<file path="config.mk">
export PLATFORM = sky130hd
export DESIGN_NAME = operand_fetch_unit
export DESIGN_NICKNAME = d
export VERILOG_FILES = /design/src/rtl/opfetch_pkg.sv /design/src/rtl/operand_sel.sv /design/src/rtl/operand_fetch_unit.sv
export SDC_FILE = /design/constraint.sdc
export NUM_CORES = 1
export LEC_CHECK = 0
export CAP_MARGIN = 0
export CORE_MARGIN = 5
export CORE_UTILIZATION = 55
export DETAILED_ROUTE_END_ITERATION = 12
export PLACE_DENSITY = 0.93
export SYNTH_ARGS = -nofsm -noshare
export SYNTH_HDL_FRONTEND = slang
export SYNTH_SLANG_ARGS = --single-unit
</file>
<file path="constraint.sdc">
create_clock -name clk -period 3.05 [get_ports clk]
set_input_delay 0.305 -clock clk [delete_from_list [all_inputs] [get_ports clk]]
set_output_delay 0.305 -clock clk [all_outputs]
set_load 0.03 [all_outputs]
</file>
<file path="src/rtl/opfetch_pkg.sv">
// Shared encodings for the operand fetch unit: source selects and FSM states.
package opfetch_pkg;

  localparam logic [2:0] SRC_A    = 3'd0;
  localparam logic [2:0] SRC_B    = 3'd1;
  localparam logic [2:0] SRC_K    = 3'd2;
  localparam logic [2:0] SRC_ZERO = 3'd3;
  localparam logic [2:0] SRC_MEM  = 3'd4;

  localparam logic [1:0] ST_IDLE     = 2'd0;
  localparam logic [1:0] ST_CAPTURE  = 2'd1;
  localparam logic [1:0] ST_WAIT_MEM = 2'd2;
  localparam logic [1:0] ST_DONE     = 2'd3;

  function automatic logic is_mem(input logic [2:0] sel);
    return sel == SRC_MEM;
  endfunction

endpackage

</file>
<file path="src/rtl/operand_sel.sv">
// Combinational 5:1 operand source select; unused encodings and masked K give zero.
module operand_sel
  import opfetch_pkg::*;
#(
  parameter int unsigned W       = 8,
  parameter bit          ALLOW_K = 1'b1
) (
  input  logic [2:0]   i_sel,
  input  logic [W-1:0] i_a,
  input  logic [W-1:0] i_b,
  input  logic [W-1:0] i_k,
  input  logic [W-1:0] i_mem,
  output logic [W-1:0] o_op_c
);

  always_comb begin
    o_op_c = '0;
    case (i_sel)
      SRC_A:   o_op_c = i_a;
      SRC_B:   o_op_c = i_b;
      SRC_K:   o_op_c = ALLOW_K ? i_k : '0;
      SRC_MEM: o_op_c = i_mem;
      default: o_op_c = '0;
    endcase
  end

endmodule

</file>
<file path="src/rtl/operand_fetch_unit.sv">
// ALU operand fetch: captures sources on start, optionally reads memory with a
// timeout, and presents a registered operand pair over a valid/ready handshake.
module operand_fetch_unit
  import opfetch_pkg::*;
#(
  parameter int unsigned W         = 8,
  parameter int unsigned TIMEOUT   = 16,
  parameter bit          ALLOW_K_A = 1'b0
) (
  input  logic         clk,
  input  logic         rst_n,
  input  logic         start,
  input  logic [2:0]   sel_a,
  input  logic [2:0]   sel_b,
  input  logic [W-1:0] A,
  input  logic [W-1:0] B,
  input  logic [W-1:0] K,
  output logic         mem_req,
  input  logic         mem_valid,
  input  logic [W-1:0] mem_data,
  output logic [W-1:0] op_a,
  output logic [W-1:0] op_b,
  output logic         op_valid,
  input  logic         op_ready,
  output logic         busy,
  output logic         err
);

  localparam int unsigned CNT_W   = (TIMEOUT == 0) ? 1 : $clog2(TIMEOUT + 1);
  localparam int unsigned CNT_LIM = (TIMEOUT == 0) ? 0 : TIMEOUT - 1;
  localparam logic [CNT_W-1:0] CNT_MAX = '1;

  logic [1:0]       r_state, w_state_nxt;
  logic [2:0]       r_sel_a, w_sel_a_nxt;
  logic [2:0]       r_sel_b, w_sel_b_nxt;
  logic [W-1:0]     r_a, w_a_nxt;
  logic [W-1:0]     r_b, w_b_nxt;
  logic [W-1:0]     r_k, w_k_nxt;
  logic [CNT_W-1:0] r_cnt, w_cnt_nxt;
  logic [W-1:0]     r_op_a, w_op_a_nxt;
  logic [W-1:0]     r_op_b, w_op_b_nxt;
  logic             r_op_valid, w_op_valid_nxt;
  logic             r_mem_req, w_mem_req_nxt;
  logic             r_busy, w_busy_nxt;
  logic             r_err, w_err_nxt;

  logic [W-1:0]     w_mem_data;
  logic [W-1:0]     w_sel_a_op;
  logic [W-1:0]     w_sel_b_op;
  logic             w_timeout;

  // Memory contributes only on a valid beat; a timeout therefore yields zero for MEM operands.
  assign w_mem_data = (r_state == ST_WAIT_MEM && mem_valid) ? mem_data : '0;
  assign w_timeout  = (TIMEOUT != 0) && (r_cnt == CNT_W'(CNT_LIM));

  operand_sel #(.W(W), .ALLOW_K(ALLOW_K_A)) u_sel_a (
    .i_sel (r_sel_a),
    .i_a   (r_a),
    .i_b   (r_b),
    .i_k   (r_k),
    .i_mem (w_mem_data),
    .o_op_c(w_sel_a_op)
  );

  operand_sel #(.W(W), .ALLOW_K(1'b1)) u_sel_b (
    .i_sel (r_sel_b),
    .i_a   (r_a),
    .i_b   (r_b),
    .i_k   (r_k),
    .i_mem (w_mem_data),
    .o_op_c(w_sel_b_op)
  );

  always_comb begin
    w_state_nxt    = r_state;
    w_sel_a_nxt    = r_sel_a;
    w_sel_b_nxt    = r_sel_b;
    w_a_nxt        = r_a;
    w_b_nxt        = r_b;
    w_k_nxt        = r_k;
    w_cnt_nxt      = r_cnt;
    w_op_a_nxt     = r_op_a;
    w_op_b_nxt     = r_op_b;
    w_op_valid_nxt = r_op_valid;
    w_mem_req_nxt  = r_mem_req;
    w_err_nxt      = r_err;

    case (r_state)
      ST_IDLE: begin
        if (start) begin
          w_sel_a_nxt = sel_a;
          w_sel_b_nxt = sel_b;
          w_a_nxt     = A;
          w_b_nxt     = B;
          w_k_nxt     = K;
          w_err_nxt   = 1'b0;
          w_cnt_nxt   = '0;
          w_state_nxt = ST_CAPTURE;
        end
      end
      ST_CAPTURE: begin
        if (is_mem(r_sel_a) || is_mem(r_sel_b)) begin
          w_mem_req_nxt = 1'b1;
          w_cnt_nxt     = '0;
          w_state_nxt   = ST_WAIT_MEM;
        end else begin
          w_op_a_nxt     = w_sel_a_op;
          w_op_b_nxt     = w_sel_b_op;
          w_op_valid_nxt = 1'b1;
          w_state_nxt    = ST_DONE;
        end
      end
      ST_WAIT_MEM: begin
        // A data beat on the limit cycle still wins over the timeout.
        if (mem_valid || w_timeout) begin
          w_op_a_nxt     = w_sel_a_op;
          w_op_b_nxt     = w_sel_b_op;
          w_err_nxt      = !mem_valid;
          w_mem_req_nxt  = 1'b0;
          w_op_valid_nxt = 1'b1;
          w_state_nxt    = ST_DONE;
        end else if (r_cnt != CNT_MAX) begin
          w_cnt_nxt = r_cnt + CNT_W'(1);
        end
      end
      ST_DONE: begin
        if (op_ready) begin
          w_op_valid_nxt = 1'b0;
          w_state_nxt    = ST_IDLE;
        end
      end
      default: w_state_nxt = ST_IDLE;
    endcase

    w_busy_nxt = (w_state_nxt != ST_IDLE);
  end

  always_ff @(posedge clk or negedge rst_n) begin
    if (!rst_n) begin
      r_state    <= ST_IDLE;
      r_sel_a    <= '0;
      r_sel_b    <= '0;
      r_a        <= '0;
      r_b        <= '0;
      r_k        <= '0;
      r_cnt      <= '0;
      r_op_a     <= '0;
      r_op_b     <= '0;
      r_op_valid <= 1'b0;
      r_mem_req  <= 1'b0;
      r_busy     <= 1'b0;
      r_err      <= 1'b0;
    end else begin
      r_state    <= w_state_nxt;
      r_sel_a    <= w_sel_a_nxt;
      r_sel_b    <= w_sel_b_nxt;
      r_a        <= w_a_nxt;
      r_b        <= w_b_nxt;
      r_k        <= w_k_nxt;
      r_cnt      <= w_cnt_nxt;
      r_op_a     <= w_op_a_nxt;
      r_op_b     <= w_op_b_nxt;
      r_op_valid <= w_op_valid_nxt;
      r_mem_req  <= w_mem_req_nxt;
      r_busy     <= w_busy_nxt;
      r_err      <= w_err_nxt;
    end
  end

  assign mem_req  = r_mem_req;
  assign op_a     = r_op_a;
  assign op_b     = r_op_b;
  assign op_valid = r_op_valid;
  assign busy     = r_busy;
  assign err      = r_err;

endmodule

</file>
==> After elaboration in Yosys (flattened, before gate mapping) <==
Cells that the tools add are included.
{ "word_totals": {"reg_bits": 57, "inputBits": 43, "output_inout_bits": 20} }
{ "classes": {"n_addsub": 1, "n_eq_ne": 17, "mux": 29, "n_reduce_logical": 18} }
{ "ops": {"columns": ["cell", "count"], "rows": [
  ["2-to-1 mux 8 bit", 5],
  ["one-hot mux 8 bit (2 select lines)", 2],
  ["one-hot mux 8 bit (4 select lines)", 1],
  ["one-hot mux 8 bit (3 select lines)", 1],
  ["2-to-1 mux 5 bit", 4],
  ["one-hot mux 5 bit (3 select lines)", 1],
  ["inequality test 2 bit (second input constant)", 5],
  ["AND reduction 3 bit", 3],
  ["2-to-1 mux 1 bit", 8],
  ["one-hot mux 2 bit (4 select lines)", 1],
  ["equality test 3 x 1 -> 1 bit (second input constant)", 2],
  ["equality test 3 bit (second input constant)", 2],
  ["logical NOT 3 bit", 2],
  ["2-to-1 mux 2 bit", 3],
  ["nonzero test 2 bit", 3],
  ["nonzero test 3 bit", 2],
  ["adder 5 x 1 -> 5 bit (second input constant)", 1],
  ["equality test 5 x 4 -> 1 bit (second input constant)", 1],
  ["inequality test 5 bit (second input constant)", 1],
  ["AND reduction 5 bit", 1],
  ["equality test 2 bit (second input constant)", 2],
  ["inequality test 2 x 1 -> 1 bit (second input constant)", 2],
  ["one-hot mux 1 bit (2 select lines)", 2],
  ["AND reduction 4 bit", 1],
  ["other kinds (8)", 9]
]} }

==> Longest topological paths before layout <==
Gate-level depths: netlist of the first run.
{ "logic_depth": {"ltp_word": 6, "ltp_mapped": 9, "depth_no_buf": 7} }

==> By module <==
A second synthesis of the first run with hierarchy kept.
{ "hier_totals": {"hier_cells": 257, "area_unflattened_um2": 3288.2} }
{ "modules_own_cells": {"columns": ["mod", "instances", "cells_each", "area_per_inst_um2"], "rows": [
  ["operand_fetch_unit", 1, 182, 2536.2],
  ["operand_sel at u_sel_b", 1, 38, 400.4],
  ["operand_sel at u_sel_a", 1, 37, 351.6]
]} }

==> Worst setup path before layout of the first run <==
OpenSTA, ideal clock, no wires.
{ "synth_timing": {"kind": "register -> register", "from": "register r_cnt[0]", "to": "register r_cnt[1]", "setup_time_ns": 0.119, "t_arrival_ns": 1.947, "setup_slack_ns": 0.984, "path_stages_with_launch": 8, "path_buffers": 0, "synth_period_minus_slack_ns": 2.066, "path_cell_list": "dfrtp_1 ha_1 and3_1 ha_1 o31a_1 nor3_1 nand2_1 a21bo_2"} }
{ "synth_via": {"elab_chain_cells": 4, "elab_cells_between_ends": 10, "classes_between": "add/sub: 1; eq/ne: 4; mux: 3; reduce/logical: 2"} }
{ "synth_lines": {"columns": ["item", "line_no", "text"], "rows": [
  ["start, declared", "operand_fetch_unit.sv:39", "logic [CNT_W-1:0] r_cnt, w_cnt_nxt;"],
  ["start signal, assigned", "operand_fetch_unit.sv:160", "r_cnt <= w_cnt_nxt;"],
  ["adder 5 x 1 -> 5 bit / equality test 5 x 4 -> 1 bit (equally long branches)", "operand_fetch_unit.sv:123, operand_fetch_unit.sv:54", null],
  ["2-to-1 mux 5 bit / logical OR 1 bit (equally long branches)", "operand_fetch_unit.sv:122, operand_fetch_unit.sv:115", null],
  ["2-to-1 mux 5 bit / inequality test 2 bit (equally long branches)", null, null],
  ["one-hot mux 5 bit (3 select lines) / AND reduction 5 bit (equally long branches)", null, null]
]} }
Parallel ways exist; a longest one is shown, timed or not. The select of a mux whose other input is x is not followed.
A chain may end at the register's enable or synchronous reset.

==> Worst setup path in the final report of the first run <==
{ "layout_timing": {"from": "register r_sel_b[1]", "to": "register r_op_a[7], in the netlist op_a[7]"} }
{ "layout_via": {"elab_chain_cells": 4} }
{ "layout_lines": {"columns": ["item", "line_no", "text"], "rows": [
  ["start, declared", "operand_fetch_unit.sv:35", "logic [2:0] r_sel_b, w_sel_b_nxt;"],
  ["start signal, assigned", "operand_fetch_unit.sv:156", "r_sel_b <= w_sel_b_nxt;"],
  ["equality test 3 bit", "opfetch_pkg.sv:16", "return sel == SRC_MEM;"],
  ["logical OR 1 bit", "operand_fetch_unit.sv:102", "if (is_mem(r_sel_a) || is_mem(r_sel_b)) begin"],
  ["inequality test 2 bit (no source line)", null, null],
  ["AND reduction 3 bit (no source line)", null, null],
  ["end signal, assigned", "operand_fetch_unit.sv:161", "r_op_a <= w_op_a_nxt;"],
  ["end, declared", "operand_fetch_unit.sv:40", "logic [W-1:0] r_op_a, w_op_a_nxt;"]
]} }
No other way between the ends.

==> metrics.md, run 1 <==
| Metric | Value |
|---|---|
| Result of the run | `finished, final reports clean` |
| CTS tree | `built` |
| Die Width | `83.7 um` |
| Clk Latency, worst-skew pair | `0.34 ns` |
| Die area | `0.00701 mm2` |
| Die Span Y | `83.7 um` |
| TritonCTS Sinks | `57` |
| Max-slew violation count | `0` |
| Via Count | `2194` |
| Worst R2R Start | `r_sel_b[1]$_DFFE_PN0P_` |
| Initial antenna violation count | `0` |
| Clk root buf | `clkbuf_8` |
| Period utilization | `83.4%` |
| TritonRoute pass-1 iters | `5` |
| Most frequent cells in the layout | `clkdlybuf4s50_1, dfrtp_1, mux2_2` |
| DR WL/cell | `17.5 um` |
| Clock share of power | `20.8%` |
| WS Path Type | `flip-flop to flip-flop` |
| Fraction of layout cells with a size suffix above 1 | `23.5%` |
| Final min period | `2.54 ns` |
| Placement row count | `26` |
| PnR Total Power | `0.00417 W` |
| Fin Setup TNS | `0 ns` |
| Layout area overhead | `28.9%` |
| Critical Path End Type | `flip-flop` |
| Post-synth EDFFs | `0` |
| DP Wirelength | `4970 um` |
| Antenna fix cells | `0` |
| Clk buf depth | `2` |
| Skew final | `0.00834 ns` |
| ANT nets after route | `0` |
| Yosys cell types | `41` |
| Post-synthesis cell count | `246` |
| First-pass GRT wire length | `11000 um` |
| Final-report setup violation count | `0` |
| Starting DRT DRC Count | `262` |
| Switching share of power | `36.3%` |
| Total CTS buffers | `9` |
| Mapped Area | `0.00299 mm2` |
| RSZ-0062 raised after global routing | `false` |
| Main synth FF type | `dfrtp_1` |
| Cell-internal power | `0.00266 W` |
| Nets@finish | `357` |
| Sequential share of the synthesized area | `47.7%` |
| Quantity of I/O buffers inserted on ports | `62` |
| Syn_nets | `297` |
| Worst slew margin | `41.3%` |
| Post-CTS Resized | `0` |
| Sequential share of power | `32.9%` |
| Critical path peak fanout | `18` |
| Max Freq | `393 MHz` |
| Arrival @ worst endpoint | `2.76 ns` |
| Largest net degree at the start of global routing | `38` |
| Pwr Density | `1080 mW/mm2` |
| GPL Wtd Cong | `0.900` |
| Initial core utilization | `57.4%` |
| P_sw | `0.00151 W` |
| Hold Fails Final Rpt | `0` |
| Asr flop ratio synth | `100%` |
| Peak VDD IR | `0.000594 V` |
| Hold Buf Count CTS | `0` |
| Most common cell after layout, fill and taps aside | `clkdlybuf4s50_1` |
| Post-CTS setup buffers | `0` |
| Drt drc | `0` |
| Yosys Warn Count | `0` |
| Total GRT Usage | `20.0%` |
| Vias in the first global route | `2146` |
| Flops & latches, synth | `57` |
| CP startpoint kind | `flip-flop` |
| CTS H-Tree Depth | `3` |
| Clock Pin Slew Worst Setup and Hold Paths | `0.07 ns` |
| Logic gate share of total power | `46.4%` |
| DRT Wirelength | `6660 um` |
| Core footprint | `0.00520 mm2` |
| Worst Setup SP | `r_sel_b[1]$_DFFE_PN0P_` |
| WP data required | `3.27 ns` |
| Max cap viols | `0` |
| Leakage power | `1.68 nW` |
| Vias per Instance | `5.76` |
| Global route total overflow | `0` |
| # IOs | `63` |
| Hold Path Class | `input port to asynchronous set/reset pin` |
| Worst-Margin Slew | `0.881 ns` |
| Syn Area/Cell | `12.1 um2` |
==> cell families after synthesis <==
family	after synthesis	share of synthesized area, %
muxes	61	23.6
and+or+nand+nor	51	9.84
buffers and inverters	23	4.44
DFF	57	47.7
adders and majority gates	8	3.35
AOI/OAI and AO/OA	46	11.0
==> power by group through the flow <==
stage          logic (W)  clock network, W  registers [W]
2_1_floorplan    0.00148                 0        0.00139
3_3_place_gp     0.00184                 0        0.00136
5_1_grt          0.00207          0.000914        0.00142
4_1_cts          0.00194          0.000878        0.00137
6_report         0.00193          0.000865        0.00137
3_5_place_dp     0.00192                 0        0.00138
==> routing by layer <==
metal | part of all wire (%) | track usage [%] | vias up | wire (um)
li1 | - | - | 1017 | -
met1 | 44 | 26.4 | 1067 | 2900
met2 | 48 | 30.9 | 96 | 3190
met3 | 6.3 | 4.05 | 14 | 417
met4 | 2.3 | 10.8 | 0 | 150
met5 | 0 | 0 | - | 0
==> cell type report <==
class                      count  area (um2)
timing repair buffer          65         638
inverter                       7        26.3
multi-input combinational    166        1430
sequential                    57        1430
tap                           70        87.6
clock inverter                 6         105
clock buffer                  10         138
fill                         373        1360
==> synth_stat cells, types with 5 or more instances <==
master,n,area [um2]
dfrtp_1,57,1430
mux2_2,36,405
o22ai_1,16,100
mux2i_1,15,150
nand2_1,15,56.3
clkbuf_1,10,37.5
mux2_4,10,150
ha_1,8,100
inv_1,7,26.3
nand3b_1,7,52.6
o21a_1,7,52.6
o21ai_0,6,30.0
nor2b_1,5,31.3
==> through the flow <==
step / std cells / util [%] / worst slack, ns / instance area, um2 / hold WS, ns
final: 381 / 74.0 / 0.506 / 3850 / 0.0586
after global routing: 381 / 74.0 / 0.402 / 3850 / 0.140
after CTS: 381 / 74.0 / 0.539 / 3850 / 0.0831
after detailed placement: 365 / 69.3 / 0.555 / 3610 / 0.452
after global placement: 365 / 69.3 / 0.662 / 3610 / 0.436
after floorplan: 246 / - / 0.984 / 2990 / 0.00941
==> sequential cells by signal (all words and copies together) (netlist names) <==
name,flops
busy,1
err,1
mem_req,1
op_a,8
op_b,8
op_valid,1
r_a,8
r_b,8
r_cnt,5
r_k,8
r_sel_a,3
r_sel_b,3
r_state,2
==> worst paths after layout <==
kind	endpoint	slack, ns	cells after the start
max reg2reg	op_a[7]$_DFFE_PN0P_	0.51	4
max	op_a[7]$_DFFE_PN0P_	0.51	4
min	r_cnt[1]$_DFFE_PN0P_	0.06	1
max in group asynchronous	r_b[7]$_DFFE_PN0P_	2.21	2
min reg2reg	op_a[2]$_DFFE_PN0P_	0.51	1
min in group clk	op_a[2]$_DFFE_PN0P_	0.51	1
==> critical path: stages, from the launching register on <==
cell and delay [ns]:
dfrtp_1 0.65, or3b_1 0.43, a21boi_4 0.11, and3b_1 0.81, mux2_2 0.42
No activity file was read; power rests on OpenSTA's default activity.
==> run 2: changes to the inputs <==
--- a/config.mk
+++ b/config.mk
@@ -7,9 +7,9 @@
 export LEC_CHECK = 0
 export CAP_MARGIN = 0
 export CORE_MARGIN = 5
-export CORE_UTILIZATION = 55
+export CORE_UTILIZATION = 51
 export DETAILED_ROUTE_END_ITERATION = 12
-export PLACE_DENSITY = 0.93
+export PLACE_DENSITY = 0.88
 export SYNTH_ARGS = -nofsm -noshare
 export SYNTH_HDL_FRONTEND = slang
 export SYNTH_SLANG_ARGS = --single-unit
==> constraint.sdc (replaced) <==
create_clock -name clk -period 2.5 [get_ports clk]
set_input_delay 0.25 -clock clk [delete_from_list [all_inputs] [get_ports clk]]
set_output_delay 0.25 -clock clk [all_outputs]
set_load 0.03 [all_outputs]
==> metrics.md, run 2 (synthesis results as in run 1) <==
| Metric | Value |
|---|---|
| Nets@finish | `364 (+2.0%)` |
| WS Path Type | `flip-flop to flip-flop` |
| Vias in the first global route | `2237 (+4.2%)` |
| Bufs and invs on worst path | `0 (unchanged)` |
| Antenna fix cells | `0 (unchanged)` |
| Total GRT Usage | `18.8% (-1.3 points)` |
| Layout area overhead | `31.2%` |
| GPL Wtd Cong | `0.840 (-6.6%)` |
| Placement row count | `27 (+3.8%)` |
| Starting DRT DRC Count | `89 (-66%)` |
| Total CTS buffers | `9 (unchanged)` |
| Clk Latency, worst-skew pair | `0.33 ns (about the same)` |
| Final min period | `2.23 ns (-0.314 ns)` |
| Crit path cell chain | `ha_1, and3_1, ha_1, nor2_1, nand2_1, and3b_2, mux2_2` |
| DR WL/cell | `17.1 um (-2.4%)` |
| Hold Fails Final Rpt | `0 (unchanged)` |
| Global route total overflow | `0 (unchanged)` |
| Max-slew violation count | `0 (unchanged)` |
| Critical path peak fanout | `16 (-2)` |
| WP data required | `2.71 ns (-0.56 ns)` |
| ANT nets after route | `0 (unchanged)` |
| Worst-Margin Slew | `0.614 ns (-0.267 ns)` |
| RSZ-0062 raised after global routing | `false` |
| Fraction of layout cells with a size suffix above 1 | `25.2% (+1.7 points)` |
| Most common cell after layout, fill and taps aside | `clkdlybuf4s50_1` |
| DRT Wirelength | `6650 um (about the same)` |
| Critical-path top delay cell | `and3b_2` |
| Clock Pin Slew Worst Setup and Hold Paths | `0.07 ns (about the same)` |
| CP startpoint kind | `flip-flop` |
| Via Count | `2171 (-1.0%)` |
| CTS H-Tree Depth | `3 (unchanged)` |
| Worst slew margin | `59.1% (+18 points)` |
| Worst Setup SP | `r_cnt[0]$_DFFE_PN0P_` |
| TritonRoute pass-1 iters | `4 (-1)` |
| Clk root buf | `clkbuf_8` |
| Result of the run | `finished, final reports clean` |
| CTS tree | `built` |
| Crit-path leading delay family | `simple AND/OR/NAND/NOR gates` |
| Vias per Instance | `5.57 (-3.3%)` |
| Placed cell area | `0.00367 mm2 (+1.7%)` |
| PnR Total Power | `0.00515 W (+24%)` |
| Crit path largest cell delay | `0.50 ns (-0.31 ns)` |
| Core footprint | `0.00561 mm2 (+7.7%)` |
| Max cap viols | `0 (unchanged)` |
| Design Area, Final | `0.00392 mm2 (+1.9%)` |
| Die Span Y | `86.5 um (+3.4%)` |
| Period utilization | `89.2% (+5.8 points)` |
| Critical Path End Type | `flip-flop` |
| Die Width | `86.5 um (+3.4%)` |
| Worst R2R Start | `r_cnt[0]$_DFFE_PN0P_` |
| Final Util | `69.9% (-4.0 points)` |
| Initial core utilization | `53.3% (-4.1 points)` |
| Most frequent cells in the layout | `clkdlybuf4s50_1, dfrtp_1, mux2_2` |
| # IOs | `63 (unchanged)` |
| Hold Path Class | `input port to asynchronous set/reset pin` |
| Top cell by count, worst path | `ha_1` |
| Skew final | `0.00708 ns (-0.00126 ns)` |
| Largest net degree at the start of global routing | `33 (-13%)` |
| Initial antenna violation count | `0 (unchanged)` |
| First-pass GRT wire length | `10800 um (-1.7%)` |
| Quantity of I/O buffers inserted on ports | `62 (unchanged)` |
| Max Freq | `448 MHz (+14%)` |
| Clk buf depth | `2 (unchanged)` |
| Fin Setup TNS | `0 ns (unchanged)` |
| Worst Hold Margin | `0.462 ns (+0.404 ns)` |
| Leakage power | `1.72 nW (+2.2%)` |
| Drt drc | `0 (unchanged)` |
| Pwr Density | `1310 mW/mm2 (+21%)` |
| Final-report setup violation count | `0 (unchanged)` |
| Die area | `0.00749 mm2 (+6.9%)` |
| TritonCTS Sinks | `57 (unchanged)` |
| Peak VDD IR | `0.000616 V (+3.6%)` |
| DP Wirelength | `4900 um (-1.4%)` |
| Arrival @ worst endpoint | `2.45 ns (-0.31 ns)` |
run 2: worst paths after layout:
| check | end | slack [ns] | depth (start not counted) |
|---|---|---|---|
| setup / recovery | op_b[1]$_DFFE_PN0P_ | 0.27 | 7 |
| hold reg to reg | r_k[6]$_DFFE_PN0P_ | 0.50 | 1 |
| min in group clk | r_k[6]$_DFFE_PN0P_ | 0.50 | 1 |
| setup reg to reg | op_b[1]$_DFFE_PN0P_ | 0.27 | 7 |
| hold / removal | r_cnt[0]$_DFFE_PN0P_ | 0.46 | 2 |
| max in group asynchronous | r_sel_a[2]$_DFFE_PN0P_ | 1.46 | 3 |
run 2: final cells by class:
class / instances / area (um2)
fillers: 403 / 1690
multi-input cells: 166 / 1430
flip-flops and latches: 57 / 1430
repair buffers: 72 / 706
clock buffers: 10 / 138
clock inverters: 6 / 105
well taps: 72 / 90.1
inverters: 7 / 26.3
run 2: repair_timing:
action	CTS	global route
resized for setup	0	1
setup endpoints to repair	0	16
buffers inserted	0	0
endpoints found under the hold margin	25	0
hold buffers	1	0
run 2: power by group:
| group | internal, W | leakage [nW] | switching, W | total (W) |
|---|---|---|---|---|
| clock | 0.000684 | 0.126 | 0.000356 | 0.00104 |
| sequential | 0.00131 | 0.703 | 0.000259 | 0.00157 |
| combinational | 0.00130 | 0.887 | 0.00123 | 0.00254 |
| total | 0.00330 | 1.72 | 0.00185 | 0.00515 |
run 2: metal layers:
| metal | vias to the layer above | GRT usage (%) | share of wire, % |
|---|---|---|---|
| met5 | - | 0 | 0 |
| met2 | 69 | 29.0 | 48 |
| met4 | 0 | 11.3 | 3.8 |
| met1 | 1049 | 24.2 | 44 |
| met3 | 24 | 3.90 | 4.9 |
| li1 | 1029 | - | - |
run 2: through the flow:
stage | setup slack (ns) | instances
2_1_floorplan | 0.434 | 246
3_3_place_gp | 0.181 | 373
3_5_place_dp | 0.0404 | 373
4_1_cts | 0.000994 | 390
5_1_grt | 0.136 | 390
6_report | 0.270 | 390
==> run 3: changes to the inputs <==
--- a/config.mk
+++ b/config.mk
@@ -9,6 +9,7 @@
 export CORE_MARGIN = 5
 export CORE_UTILIZATION = 51
 export DETAILED_ROUTE_END_ITERATION = 12
+export MAX_ROUTING_LAYER = met4
 export PLACE_DENSITY = 0.88
 export SYNTH_ARGS = -nofsm -noshare
 export SYNTH_HDL_FRONTEND = slang
==> metrics.md, run 3 (synthesis results as in run 1) <==
| Metric | Value |
|---|---|
| WS Path Type | `flip-flop to flip-flop` |
| ANT nets after route | `0 (unchanged)` |
| Critical Path End Type | `flip-flop` |
| Via Count | `2183 (+0.55%)` |
| Largest net degree at the start of global routing | `33 (unchanged)` |
| Fin Setup TNS | `0 ns (unchanged)` |
| Hold Path Class | `input port to asynchronous set/reset pin` |
| Core footprint | `0.00561 mm2 (unchanged)` |
| Critical-path top delay cell | `and3b_2` |
| Crit path largest cell delay | `0.49 ns (about the same)` |
| Crit-path leading delay family | `simple AND/OR/NAND/NOR gates` |
| DP Wirelength | `4900 um (unchanged)` |
| Clock share of power | `20.2% (about the same)` |
| Bufs and invs on worst path | `0 (unchanged)` |
| Global route total overflow | `0 (unchanged)` |
| Nets@finish | `364 (unchanged)` |
| Initial antenna violation count | `0 (unchanged)` |
| Gr busiest metal | `met2` |
| Critical path peak fanout | `16 (unchanged)` |
| Clk buf depth | `2 (unchanged)` |
| Starting DRT DRC Count | `91 (+2.2%)` |
| Met3 usage | `3.80% (-0.095 points)` |
| Most common cell after layout, fill and taps aside | `clkdlybuf4s50_1` |
| Antenna fix cells | `0 (unchanged)` |
| Instance count on the critical path | `7 (unchanged)` |
| Fraction of layout cells with a size suffix above 1 | `25.2% (unchanged)` |
| First-pass GRT wire length | `10800 um (about the same)` |
| Total CTS buffers | `9 (unchanged)` |
| Skew final | `0.00708 ns (+0.00000183 ns)` |
| Setup ws final | `0.272 ns (+0.00230 ns)` |
| Cell-internal power | `0.00330 W (about the same)` |
| DR WL/cell | `17.1 um (about the same)` |
| Pwr Density | `1310 mW/mm2 (about the same)` |
| Final-report setup violation count | `0 (unchanged)` |
| RSZ-0062 raised after global routing | `false` |
| CP startpoint kind | `flip-flop` |
| Met1 usage | `24.2% (unchanged)` |
| Max Freq | `449 MHz (+0.10%)` |
| Initial core utilization | `53.3% (unchanged)` |
| Max cap viols | `0 (unchanged)` |
| Leakage power | `1.72 nW (unchanged)` |
| PnR Total Power | `0.00515 W (about the same)` |
| Result of the run | `finished, final reports clean` |
| Logic gate share of total power | `49.2% (about the same)` |
| Switching share of power | `35.9% (about the same)` |
| Max-slew violation count | `0 (unchanged)` |
| R2R Setup Slk | `0.27 ns (about the same)` |
| Clock Pin Slew Worst Setup and Hold Paths | `0.07 ns (about the same)` |
| Placement row count | `27 (unchanged)` |
| Drt drc | `0 (unchanged)` |
| Vias in the first global route | `2244 (+0.31%)` |
| TritonCTS Sinks | `57 (unchanged)` |
| Final min period | `2.23 ns (-0.00230 ns)` |
| GPL Wtd Cong | `0.853 (+1.5%)` |
| Clk Latency, worst-skew pair | `0.33 ns (about the same)` |
| P_sw | `0.00185 W (about the same)` |
| Worst slack, placed | `0.0404 ns (unchanged)` |
| Quantity of I/O buffers inserted on ports | `62 (unchanged)` |
| Arrival @ worst endpoint | `2.44 ns (about the same)` |
| R2R depth | `7 (unchanged)` |
| TritonRoute pass-1 iters | `4 (unchanged)` |
| Die Width | `86.5 um (unchanged)` |
| Vias per Instance | `5.60 (+0.55%)` |
| DRT Wirelength | `6650 um (about the same)` |
| Die area | `0.00749 mm2 (unchanged)` |
| CTS H-Tree Depth | `3 (unchanged)` |
| Worst Setup SP | `r_cnt[0]$_DFFE_PN0P_` |
| Met2 usage | `29.1% (+0.070 points)` |
| Sequential share of power | `30.6% (about the same)` |
| Top cell by count, worst path | `ha_1` |
| Peak VDD IR | `0.000615 V (about the same)` |
| Reg-to-reg critical path endpoint | `op_b[1]$_DFFE_PN0P_` |
| Critical path endpoint | `op_b[1]$_DFFE_PN0P_` |
| Worst-Margin Slew | `0.612 ns (-0.00185 ns)` |
| Total GRT Usage | `19.3% (+0.55 points)` |
| Crit path cell chain | `ha_1, and3_1, ha_1, nor2_1, nand2_1, and3b_2, mux2_2` |
| # IOs | `63 (unchanged)` |
| Worst slew margin | `59.2% (+0.12 points)` |
| Clk root buf | `clkbuf_8` |
| Period utilization | `89.1% (-0.092 points)` |
| Layout area overhead | `31.2% (unchanged)` |
| WP data required | `2.72 ns (about the same)` |
| Post-CTS setup buffers | `0 (unchanged)` |
| Most frequent cells in the layout | `clkdlybuf4s50_1, dfrtp_1, mux2_2` |
| Die Span Y | `86.5 um (unchanged)` |
| Worst R2R Start | `r_cnt[0]$_DFFE_PN0P_` |
| CTS tree | `built` |
| Hold Fails Final Rpt | `0 (unchanged)` |
run 3: cell counts in the layout (fill, tap and decap cells not counted):
No cell type changed its count.
run 3: through the flow:
step                      hold slack (ns)  cells  utilization, %  instance area, um2
after detailed placement            0.288    373            65.4                3670
after CTS                           0.462    390            69.9                3920
after global placement              0.286    373            65.4                3670
final                               0.461    390            69.9                3920
after global routing                0.514    390            69.9                3920
after floorplan                   -0.0456    246               -                2990
run 3: cell type report:
| type | instances | area [um2] |
|---|---|---|
| fill | 403 | 1690 |
| inverter | 7 | 26.3 |
| multi-input combinational | 166 | 1430 |
| sequential | 57 | 1430 |
| tap | 72 | 90.1 |
| timing repair buffer | 72 | 706 |
| clock buffer | 10 | 138 |
| clock inverter | 6 | 105 |
run 3: power groups by stage:
stage / clock network (W) / logic (W) / registers (W)
2_1_floorplan: 0 / 0.00181 / 0.00170
3_3_place_gp: 0 / 0.00243 / 0.00155
3_5_place_dp: 0 / 0.00250 / 0.00159
4_1_cts: 0.00106 / 0.00254 / 0.00157
5_1_grt: 0.00111 / 0.00272 / 0.00162
6_report: 0.00104 / 0.00254 / 0.00157
run 3: per-layer routing:
metal | up-vias | share of wire [%]
met5 | - | 0
met4 | 0 | 3.7
met3 | 26 | 5.6
met2 | 74 | 48
met1 | 1053 | 43
li1 | 1030 | -
run 3: worst reg2reg max path: cells and delay by family, from the launching register on:
family,cells,cell delay (ns)
DFF,1,0.39
and+or+nand+nor,4,0.89
adders and majority gates,2,0.43
muxes,1,0.40
run 3: worst min path at each step:
stage               start                    to  cells after the start
floorplan           rst_n        busy$_DFF_PN0_                      0
global placement    rst_n  r_cnt[1]$_DFFE_PN0P_                      1
detailed placement  rst_n  r_cnt[0]$_DFFE_PN0P_                      1
CTS                 rst_n  r_cnt[0]$_DFFE_PN0P_                      2
global route        rst_n  r_cnt[0]$_DFFE_PN0P_                      2
finish              rst_n  r_cnt[0]$_DFFE_PN0P_                      2
run 3: what timing repair did:
item,4_1_cts,5_1_grt
setup endpoints to repair,0,16
endpoints found under the hold margin,25,0
hold buffers,1,0
gates resized for setup,0,1
==> patch (settings of run 1) <==
Register the output `err` once more, without a reset; this adds one clock of latency there. The other outputs are not delayed to match.
--- a/src/rtl/operand_fetch_unit.sv
+++ b/src/rtl/operand_fetch_unit.sv
@@ -173,5 +173,7 @@
   assign op_valid = r_op_valid;
   assign busy     = r_busy;
-  assign err      = r_err;
+  always_ff @(posedge clk) begin
+    err <= r_err;
+  end
 
 endmodule
Formal check against the unedited RTL: no difference found for any inputs over 10 cycles, from zero or initial values and one cycle with rst_n low; that may be too few to reach the edited logic, so the function may still have changed.
==> patch against run 1 <==
Routed wire length fell by 2.2%; utilization down 3.5 points; setup slack worse by 12 ps; sequential cell count rose by 1; area after synthesis increased by 0.67%; cell count up 0.79%; synthesized cell count is 0.41% higher; power down 6.0%; via count down 0.91%; cell area is 1.0% lower; largest power group unchanged.
==> patch: results (changes against run 1) <==
\begin{tabular}{lr}
\hline
Metric & Value \\
\hline
\multicolumn{2}{l}{\textbf{Global route}} \\
Largest net degree at the start of global routing & 37 (-2.6\%) \\
Global-route wire length before repair & 10.8 mm (-1.9\%) \\
Aggregate global-route resource usage & 19.5\% (-0.55 points) \\
\multicolumn{2}{l}{\textbf{Synthesis}} \\
Multiplexer area fraction after synthesis & 23.5\% (-0.16 points) \\
Compound-Gate Fraction of Synth Area & 10.9\% (-0.073 points) \\
Yosys warning total & 0 (unchanged) \\
Post-synthesis share of cell area spent on full adders, half adders and majority gates & 3.33\% (-0.022 points) \\
Per-instance average area after synthesis & 12.2 µm² (+0.26\%) \\
Async S/R FF share, synth & 98.3\% (-1.7 points) \\
Number of distinct library cells after synthesis & 42 (+2.4\%) \\
Share of the yosys chip area belonging to registers & 48.1\% (+0.35 points) \\
Largest cells by area after synthesis & dfrtp\_1 47\%, mux2\_2 13\%, mux2\_4 5.0\% \\
Syn Nets & 298 (+0.34\%) \\
\multicolumn{2}{l}{\textbf{Power and ir drop}} \\
Switching share of power & 37.7\% (+1.4 points) \\
Static Leakage & 1.66 nW (-1.3\%) \\
Fraction of power consumed by the clock network & 15.6\% (-5.2 points) \\
\multicolumn{2}{l}{\textbf{Placed design}} \\
Worst setup slack before clock tree synthesis & 533 ps (-22.5 ps) \\
Weighted congestion reported at the end of routability-driven placement & 0.828 (-8.0\%) \\
Cell count after placement & 368 (+0.82\%) \\
DP Area & 3630 µm² (+0.62\%) \\
\multicolumn{2}{l}{\textbf{Drt}} \\
DR WL/cell & 17.0 µm (-2.9\%) \\
Met2 wire length & 3.19 mm (about the same) \\
M1 wire length & 2.73 mm (-5.8\%) \\
Routed Wire Length & 6.51 mm (-2.2\%) \\
Post-detailed-route DRC marker count & 0 (unchanged) \\
Number of vias after detailed routing & 2174 (-0.91\%) \\
Routed wire length on met3 & 449 µm (+7.7\%) \\
Number of optimization iterations in the first detailed-route pass & 4 (-1) \\
\multicolumn{2}{l}{\textbf{Worst setup path}} \\
Origin of the worst setup path & r\_sel\_b[1] \\
\multicolumn{2}{l}{\textbf{Timing}} \\
Final Hold Slack & 437 ps (+379 ps) \\
\multicolumn{2}{l}{\textbf{Layout}} \\
Ratio of cells with drive above 1 in the final layout & 22.8\% (-0.72 points) \\
Post-layout net count & 359 (+0.56\%) \\
\multicolumn{2}{l}{\textbf{Outcome}} \\
Outcome & completed \\
\multicolumn{2}{l}{\textbf{Worst hold path}} \\
Kind of path behind the tightest hold check & flip-flop to flip-flop \\
\hline
\end{tabular}
==> patch: final cells by class <==
| type | instances | area [µm²] | share of cell area (%) |
|---|---|---|---|
| flip-flops and latches | 58 | 1450 | 38.0 |
| multi-input cells | 166 | 1430 | 37.5 |
| well taps | 72 | 90.1 | 2.36 |
| repair buffers | 66 | 648 | 17.0 |
| clock buffers | 12 | 155 | 4.07 |
| inverters | 7 | 26.3 | 0.690 |
| clock inverters | 3 | 15.0 | 0.394 |
==> patch: layer usage <==
metal / global-route usage, % / vias up
met5: 0 / -
li1: - / 1018
met1: 24.4 / 1060
met3: 4.05 / 15
met4: 9.50 / 0
met2: 32.0 / 81
==> patch: timing repair <==
item	in CTS	in global routing
gates resized for setup	0	0
endpoints found under the hold margin	21	0
hold buffers	1	0
endpoints found under the setup margin	0	0
==> patch: critical path: stages, from the launching register on <==
cell and delay (ps):
dfrtp_1 650, or3b_1 420, a21boi_4 110, and3b_1 820
mux2_2 420
